`config.mk`:
```
export PLATFORM = sky130hd
export DESIGN_NAME = reversi_turn_sequencer
export DESIGN_NICKNAME = d
export VERILOG_FILES = /design/src/rtl/reversi_turn_sequencer.sv
export SDC_FILE = /design/constraint.sdc
export NUM_CORES = 1
export LEC_CHECK = 0
export ABC_CLOCK_PERIOD_IN_PS = 1700
export CAP_MARGIN = 10
export CORE_UTILIZATION = 30
export CTS_CLUSTER_DIAMETER = 100
export CTS_CLUSTER_SIZE = 16
export DETAILED_ROUTE_END_ITERATION = 8
export GPL_TIMING_DRIVEN = 0
export SETUP_SLACK_MARGIN = 0.1
export SLEW_MARGIN = 20
export SYNTH_ARGS = -nofsm -noshare
export SYNTH_HDL_FRONTEND = slang
export SYNTH_SLANG_ARGS = --single-unit
export TNS_END_PERCENT = 20
```
`constraint.sdc`:
```
create_clock -name clk -period 1.7 [get_ports clk]
set_clock_uncertainty 0.1 [all_clocks]
set_input_delay 0.255 -clock clk [delete_from_list [all_inputs] [get_ports clk]]
set_output_delay 0.255 -clock clk [all_outputs]
set_load 0.01 [all_outputs]
```
`src/rtl/reversi_turn_sequencer.sv`:
```
// Reversi game-flow controller: owns the cursor, side to move, pass detection and
// end-of-game, and sequences the board engine through check/place req-ack handshakes.
module reversi_turn_sequencer #(
    parameter int unsigned BOARD_DIM = 8,
    parameter int unsigned COORD_W   = 3,
    parameter bit          WRAP      = 1'b1,
    parameter int unsigned TIMEOUT   = 1023
) (
    input  logic               clk,
    input  logic               resetn,
    input  logic               enter,
    input  logic               moveUp,
    input  logic               moveDown,
    input  logic               moveLeft,
    input  logic               moveRight,
    output logic               chk_req,
    input  logic               chk_ack,
    input  logic               chk_has_move,
    output logic               place_req,
    output logic [COORD_W-1:0] place_x,
    output logic [COORD_W-1:0] place_y,
    input  logic               place_ack,
    input  logic               place_legal,
    output logic [COORD_W-1:0] cursor_x,
    output logic [COORD_W-1:0] cursor_y,
    output logic               player,
    output logic [6:0]         turn_count,
    output logic               illegal,
    output logic               pass_evt,
    output logic               timeout_err,
    output logic               game_over,
    output logic               new_game
);

    localparam logic [1:0] StCheck = 2'd0;
    localparam logic [1:0] StInput = 2'd1;
    localparam logic [1:0] StPlace = 2'd2;
    localparam logic [1:0] StOver  = 2'd3;

    localparam int unsigned        TIMER_W     = $clog2(TIMEOUT + 1);
    localparam logic [TIMER_W-1:0] TIMER_LAST  = TIMER_W'(TIMEOUT - 1);
    localparam logic [COORD_W-1:0] MAX_COORD   = COORD_W'(BOARD_DIM - 1);
    localparam logic [COORD_W-1:0] CURSOR_INIT = COORD_W'(3);

    logic [1:0]         state_q, state_d;
    logic [COORD_W-1:0] cursor_x_q, cursor_x_d, cursor_y_q, cursor_y_d;
    logic [COORD_W-1:0] place_x_q, place_x_d, place_y_q, place_y_d;
    logic               player_q, player_d;
    logic [6:0]         turn_count_q, turn_count_d;
    logic               pass_cnt_q, pass_cnt_d;
    logic               chk_req_q, chk_req_d, place_req_q, place_req_d;
    logic               illegal_q, illegal_d, pass_evt_q, pass_evt_d;
    logic               timeout_q, timeout_d, game_over_q, game_over_d;
    logic               new_game_q, new_game_d;
    logic [TIMER_W-1:0] timer_q, timer_d;

    // One cursor step on a single axis; opposing pulses cancel.
    function automatic logic [COORD_W-1:0] step_coord(input logic [COORD_W-1:0] c,
                                                      input logic inc, input logic dec);
        logic [COORD_W-1:0] r;
        r = c;
        if (inc && !dec) begin
            if (c == MAX_COORD) r = WRAP ? '0 : c;
            else                r = c + COORD_W'(1);
        end else if (dec && !inc) begin
            if (c == '0) r = WRAP ? MAX_COORD : c;
            else         r = c - COORD_W'(1);
        end
        return r;
    endfunction

    // Next-state logic for the turn FSM, handshakes and timeout counter.
    always_comb begin
        state_d      = state_q;
        cursor_x_d   = cursor_x_q;
        cursor_y_d   = cursor_y_q;
        place_x_d    = place_x_q;
        place_y_d    = place_y_q;
        player_d     = player_q;
        turn_count_d = turn_count_q;
        pass_cnt_d   = pass_cnt_q;
        chk_req_d    = chk_req_q;
        place_req_d  = place_req_q;
        game_over_d  = game_over_q;
        illegal_d    = 1'b0;
        pass_evt_d   = 1'b0;
        timeout_d    = 1'b0;
        new_game_d   = 1'b0;
        timer_d      = '0;

        case (state_q)
            StCheck: begin
                if (chk_req_q) begin
                    if (chk_ack) begin
                        chk_req_d = 1'b0;
                        if (chk_has_move) begin
                            pass_cnt_d = 1'b0;
                            state_d    = StInput;
                        end else begin
                            pass_evt_d = 1'b1;
                            if (pass_cnt_q) begin
                                // Second pass in a row: neither side can move.
                                state_d     = StOver;
                                game_over_d = 1'b1;
                            end else begin
                                pass_cnt_d = 1'b1;
                                player_d   = ~player_q;
                            end
                        end
                    end else if (timer_q == TIMER_LAST) begin
                        timeout_d = 1'b1;
                        chk_req_d = 1'b0;
                    end else begin
                        timer_d = timer_q + TIMER_W'(1);
                    end
                end else begin
                    // Req is low on entry and after a pass/timeout; raise it here.
                    chk_req_d = 1'b1;
                end
            end
            StInput: begin
                if (enter) begin
                    place_x_d   = cursor_x_q;
                    place_y_d   = cursor_y_q;
                    place_req_d = 1'b1;
                    state_d     = StPlace;
                end else begin
                    cursor_x_d = step_coord(cursor_x_q, moveRight, moveLeft);
                    cursor_y_d = step_coord(cursor_y_q, moveDown, moveUp);
                end
            end
            StPlace: begin
                if (!place_req_q) begin
                    state_d = StInput;
                end else if (place_ack) begin
                    place_req_d = 1'b0;
                    if (place_legal) begin
                        if (turn_count_q != 7'd127) turn_count_d = turn_count_q + 7'd1;
                        player_d = ~player_q;
                        state_d  = StCheck;
                    end else begin
                        illegal_d = 1'b1;
                        state_d   = StInput;
                    end
                end else if (timer_q == TIMER_LAST) begin
                    timeout_d   = 1'b1;
                    place_req_d = 1'b0;
                    state_d     = StInput;
                end else begin
                    timer_d = timer_q + TIMER_W'(1);
                end
            end
            default: begin
                if (enter) begin
                    new_game_d   = 1'b1;
                    state_d      = StCheck;
                    cursor_x_d   = CURSOR_INIT;
                    cursor_y_d   = CURSOR_INIT;
                    place_x_d    = '0;
                    place_y_d    = '0;
                    player_d     = 1'b0;
                    turn_count_d = '0;
                    pass_cnt_d   = 1'b0;
                    game_over_d  = 1'b0;
                end
            end
        endcase
    end

    // State registers; reset also aborts any outstanding handshake.
    always_ff @(posedge clk or negedge resetn) begin
        if (!resetn) begin
            state_q      <= StCheck;
            cursor_x_q   <= CURSOR_INIT;
            cursor_y_q   <= CURSOR_INIT;
            place_x_q    <= '0;
            place_y_q    <= '0;
            player_q     <= 1'b0;
            turn_count_q <= '0;
            pass_cnt_q   <= 1'b0;
            chk_req_q    <= 1'b0;
            place_req_q  <= 1'b0;
            illegal_q    <= 1'b0;
            pass_evt_q   <= 1'b0;
            timeout_q    <= 1'b0;
            game_over_q  <= 1'b0;
            new_game_q   <= 1'b0;
            timer_q      <= '0;
        end else begin
            state_q      <= state_d;
            cursor_x_q   <= cursor_x_d;
            cursor_y_q   <= cursor_y_d;
            place_x_q    <= place_x_d;
            place_y_q    <= place_y_d;
            player_q     <= player_d;
            turn_count_q <= turn_count_d;
            pass_cnt_q   <= pass_cnt_d;
            chk_req_q    <= chk_req_d;
            place_req_q  <= place_req_d;
            illegal_q    <= illegal_d;
            pass_evt_q   <= pass_evt_d;
            timeout_q    <= timeout_d;
            game_over_q  <= game_over_d;
            new_game_q   <= new_game_d;
            timer_q      <= timer_d;
        end
    end

    assign chk_req     = chk_req_q;
    assign place_req   = place_req_q;
    assign place_x     = place_x_q;
    assign place_y     = place_y_q;
    assign cursor_x    = cursor_x_q;
    assign cursor_y    = cursor_y_q;
    assign player      = player_q;
    assign turn_count  = turn_count_q;
    assign illegal     = illegal_q;
    assign pass_evt    = pass_evt_q;
    assign timeout_err = timeout_q;
    assign game_over   = game_over_q;
    assign new_game    = new_game_q;

endmodule

```
-- Word-level counts from Yosys, hierarchy flattened
Index checks and enable logic that the tools add are counted.
- add/subtract/negate cells: 6
- equal/unequal tests: 21
- bitwise operators: 5
- reduce and logical (&&, ||, !) cells: 29
- multiplexer cells: 81
- operators by type and width (cell ; number):
    10-bit 2-to-1 mux ; 5
    3-bit 2-to-1 mux ; 14
    1-bit 2-to-1 mux ; 36
    7-bit 2-to-1 mux ; 5
    3-bit one-hot mux with 2 select lines ; 4
    2-bit inequality test, second input constant ; 11
    10-bit one-hot mux with 2 select lines ; 1
    2-bit 2-to-1 mux ; 9
    6-bit AND reduction ; 3
    7-bit one-hot mux with 2 select lines ; 1
    4-bit AND reduction ; 3
    10-bit by 1-bit adder with 10-bit output, second input constant ; 1
    10-bit == test, second input constant ; 1
    3-bit inequality test, second input constant ; 3
    9-bit AND reduction ; 1
    1-bit one-hot mux with 2 select lines ; 4
    2-bit nonzero test ; 4
    7-bit by 1-bit adder with 7-bit output, second input constant ; 1
    7-bit inequality test, second input constant ; 1
    3-bit by 1-bit adder with 3-bit output, second input constant ; 2
    3-bit == test, second input constant ; 2
    3-bit logical NOT ; 2
    2-bit one-hot mux with 3 select lines ; 1
    2-bit OR reduction ; 3
    12 further kinds ; 24
- register bits after elaboration: 40

-- Longest topological paths before layout
- depth in word-level cells: 6
- gate-level depth with buffers: 8
- gate-level depth less buffers: 6

-- Worst setup path before layout
OpenSTA, ideal clock, no wires.
- path kind: register to register
- from: register state_q[0]
- to: register state_q[0]
- buffers on the path: 1
- period minus slack after synthesis: 1.791 ns
- cell stages (with the launch flop): 8
- path slack: -0.091 ns
- arrival time: 1.565 ns
- cells stage by stage: dfrtp_1 inv_1 ha_1 buf_2 o21ba_1 o2bb2ai_1 a211o_1 mux2_4
- cells in the longest elaborated chain, start to end: 3
- elaborated cells on any way between the ends: 11
- classes of those cells: 7 x eq/ne; 1 x mux; 3 x reduce/logical
- RTL lines (what ; line ; text):
    start, declared ; 45 ; logic [1:0] state_q, state_d;
    start signal, assigned ; 173 ; state_q <= StCheck;
    start signal, assigned ; 190 ; state_q <= state_d;
    2-bit == test (tied with other cells) ; 91 ; case (state_q)
    4-bit inequality test (no line) (tied with other cells) ; - ;
    6-bit AND reduction (no line) ; - ;
Parallel ways exist; a longest one is shown, timed or not.
A chain may end at the register's enable or synchronous reset.

-- Final worst setup path
Ends and elaborated chain as after synthesis.

==> metrics.yaml <==
run_status:
  status: "finished, violations left"
  violations: "negative setup slack"
synthesis:
  yosys_warnings: 0
  synth_cells: 237
  yosysSeqAreaShare: 0.443
  ys_async_sr_fraction: 1.00
  synth_ff_type: "dfrtp_1"
  synth_cell_types: 52
  synthesis.nets: 265
  synth_edf_count: 0
  netlist_area_um2: 2270
  ys_ff_latch: 40
  syn_area_per_cell_um2: 9.59
finish:
  fillers: 734
  insertedDiodeCount: 0
  drive_gt1_frac: 0.205
  nets: 319
  multiInputGateArea_um2: 1260
  synthToLayoutAreaGrowth_pct: 36.1
  seqCellArea_um2: 1010
  fin_cells: 391
timing:
  fin_crit_ns: 1.83
  hold_ws_ns: 0.296
  worst_pin_slew_ns: 0.345
  finalHoldViolCount: 0
  period_share: 1.08
  finalSetupViolations: 19
  fmax_ghz: 0.546
  fin_ws_ns: -0.130
  maxSlewHeadroom: 0.770
  drv_slew: 0
  rsz0062_at_grt: "yes"
clock_tree:
  path_clk_slew_ns: 0.09
  cts.sinks: 40
  cts.path.max_buffers: 2
  cts_tree: "yes"
  htree_levels: 2
  clk_latency_ns: 0.30
  cts_made_buffers: 5
  cts-root-buf: "clkbuf_8"
floorplanning:
  io_pins: 38
  dieArea_um2: 7930
  rows: 31
  die_w_um: 89.0
  die_y_um: 89.0
  initial_core_util: 0.312
  core_um2: 7290
place:
  hpwl_mm: 3.63
  port_buffers: 37
  gp_congestion: 0.776
  dp.cells: 374
drt:
  wl_per_cell_um: 12.8
  drtIter0Drc: 99
  route.detailed.drc: 0
  vias: 1883
  first_pass_iters: 4
  totalWireLength_mm: 5.01
  via_per_inst: 4.82
  antenna_left: 0
global_route:
  grtUsageTotal: 0.136
  antenna_found_initial: 0
  grt_pass1_vias: 1798
  grt_pass1_wl_mm: 8.32
  grt_overflow: 0
  grt_max_degree: 29
  gr-usage-met3: 0.0425
  busiest_layer: "met2"
  grtUsageMet2: 0.225
  grt_use_met1: 0.174
power_and_ir_drop:
  vdd_ir_drop_max_uv: 604
  powerDensity_nw_per_um2: 1380
  p_leak_nw: 1.42
worst_setup_path:
  critPathMaxFanout: 7
  reg2reg_depth: 7
  worstPathRequired_ns: 1.79
  critPathKind: "reg2reg"
  endpoint_kind: "register"
  cp_data_arrival_time_ns: 1.92
  worstSetupStartpointType: "register"
run:
  maxCapViolations: 0
hold_path:
  hp-class: "in2async"
repair_timing:
item / CTS / global route
endpoints found under the setup margin: 49 / 39
hold endpoints to repair: 11 / 0
setup buffers: 7 / 1
hold buffers: 1 / 0
resized for setup: 28 / 13
pin swaps: 6 / 6
cloned: 0 / 0
layout make-up:
| cell class | instances | share of cell area |
|---|---|---|
| clock inverters | 3 | 0.0138 |
| repair buffers | 47 | 0.145 |
| plain buffers | 7 | 0.0227 |
| flip-flops and latches | 40 | 0.326 |
| multi-input cells | 173 | 0.409 |
| clock buffers | 5 | 0.0222 |
| inverters | 17 | 0.0206 |
| well taps | 99 | 0.0400 |
cells in the final DEF, fill, tap and decap left out, types with 5 or more instances in the layout:
cell type / Yosys / layout
a21oi_1: 11 / 11
o31ai_1: 9 / 9
xor2_1: 6 / 6
nor3_1: 7 / 7
clkbuf_8: 0 / 5
nand3_1: 10 / 10
nor2_1: 22 / 18
buf_6: 2 / 5
dlygate4sd2_1: 0 / 16
inv_1: 16 / 14
buf_4: 0 / 7
clkdlybuf4s50_1: 0 / 16
ha_1: 17 / 14
nand2_1: 24 / 23
dfrtp_1: 36 / 33
a31oi_1: 6 / 6
state kept, by name (all words and copies together) (netlist names), 2 cells and up:
register / count
state_q: 2
cursor_x: 3
cursor_y: 3
timer_q: 10
place_y: 3
turn_count: 7
place_x: 3
Yosys cell counts (all sizes together), types with 6 or more instances:
cell type	n	area share
dfrtp	36	0.40
nand2	24	0.040
nor2	23	0.041
ha	17	0.094
inv	17	0.028
nand3	12	0.031
a21oi	11	0.024
o21ai	9	0.020
o31ai	9	0.030
nor3	7	0.015
a31oi	6	0.017
buf	6	0.018
xor2	6	0.023
power by group:
group / leakage [nW] / internal (W) / switching [W] / total [W]
Combinational: 0.847 / 0.00104 / 0.00107 / 0.00211
Clock: 0.0541 / 0.000435 / 0.000352 / 0.000787
Sequential: 0.522 / 0.00118 / 0.000202 / 0.00138
Total: 1.42 / 0.00266 / 0.00163 / 0.00428
cell families (layout without fill, tap and decap cells):
kind of cell,Yosys count,in the layout,share of synthesized area
AND/OR/NAND/NOR,88,88,0.199
AO/OA/AOI/OAI,54,54,0.159
flip-flops,40,40,0.443
buffers and inverters,24,79,0.0479
adder cells (fa/ha/maj),17,17,0.0936
XOR/XNOR,10,10,0.0385
multiplexers,4,4,0.0198
metal layers:
metal  vias up  routed length [um]
li1        958                   -
met1       884                2440
met2        37                2360
met3         4                 172
met4         0                  36
met5         -                   0
metrics by stage:
| stage | instance area [um2] | total power, W | setup TNS [ns] | worst slack [ns] | utilization |
|---|---|---|---|---|---|
| floorplan | 2350 | 0.00273 | -0.0652 | -0.0343 | - |
| global placement | 2840 | 0.00334 | -33.85 | -0.799 | 0.389 |
| detailed placement | 2860 | 0.00337 | -3.67 | -0.306 | 0.392 |
| CTS | 3050 | 0.00428 | -1.58 | -0.118 | 0.418 |
| global route | 3090 | 0.00461 | -3.47 | -0.204 | 0.424 |
| finish | 3090 | 0.00428 | -0.950 | -0.130 | 0.424 |
worst max-delay path, cell delays in order, from the launching register on:
cell	delay [ns]
dfrtp_1	0.44
inv_2	0.13
ha_4	0.13
buf_6	0.12
o21ba_4	0.13
o2bb2ai_2	0.05
a211o_1	0.31
mux2_4	0.30
path summary, 6_finish.rpt:
| path | startpoint | end | slack [ns] |
|---|---|---|---|
| worst max-delay path | state_q[0]$_DFFE_PN0P_ | state_q[0]$_DFFE_PN0P_ | -0.13 |
| worst min-delay path | resetn | game_over$_DFFE_PN0P_ | 0.30 |
| worst max register to register | state_q[0]$_DFFE_PN0P_ | state_q[0]$_DFFE_PN0P_ | -0.13 |
| worst min register to register | place_x[2]$_DFFE_PN0P_ | place_x[2]$_DFFE_PN0P_ | 0.38 |
| max in group asynchronous | resetn | cursor_x[1]$_DFFE_PN1P_ | 0.68 |
| min in group clk | place_x[2]$_DFFE_PN0P_ | place_x[2]$_DFFE_PN0P_ | 0.38 |
Power figures use the tool's default switching activity.
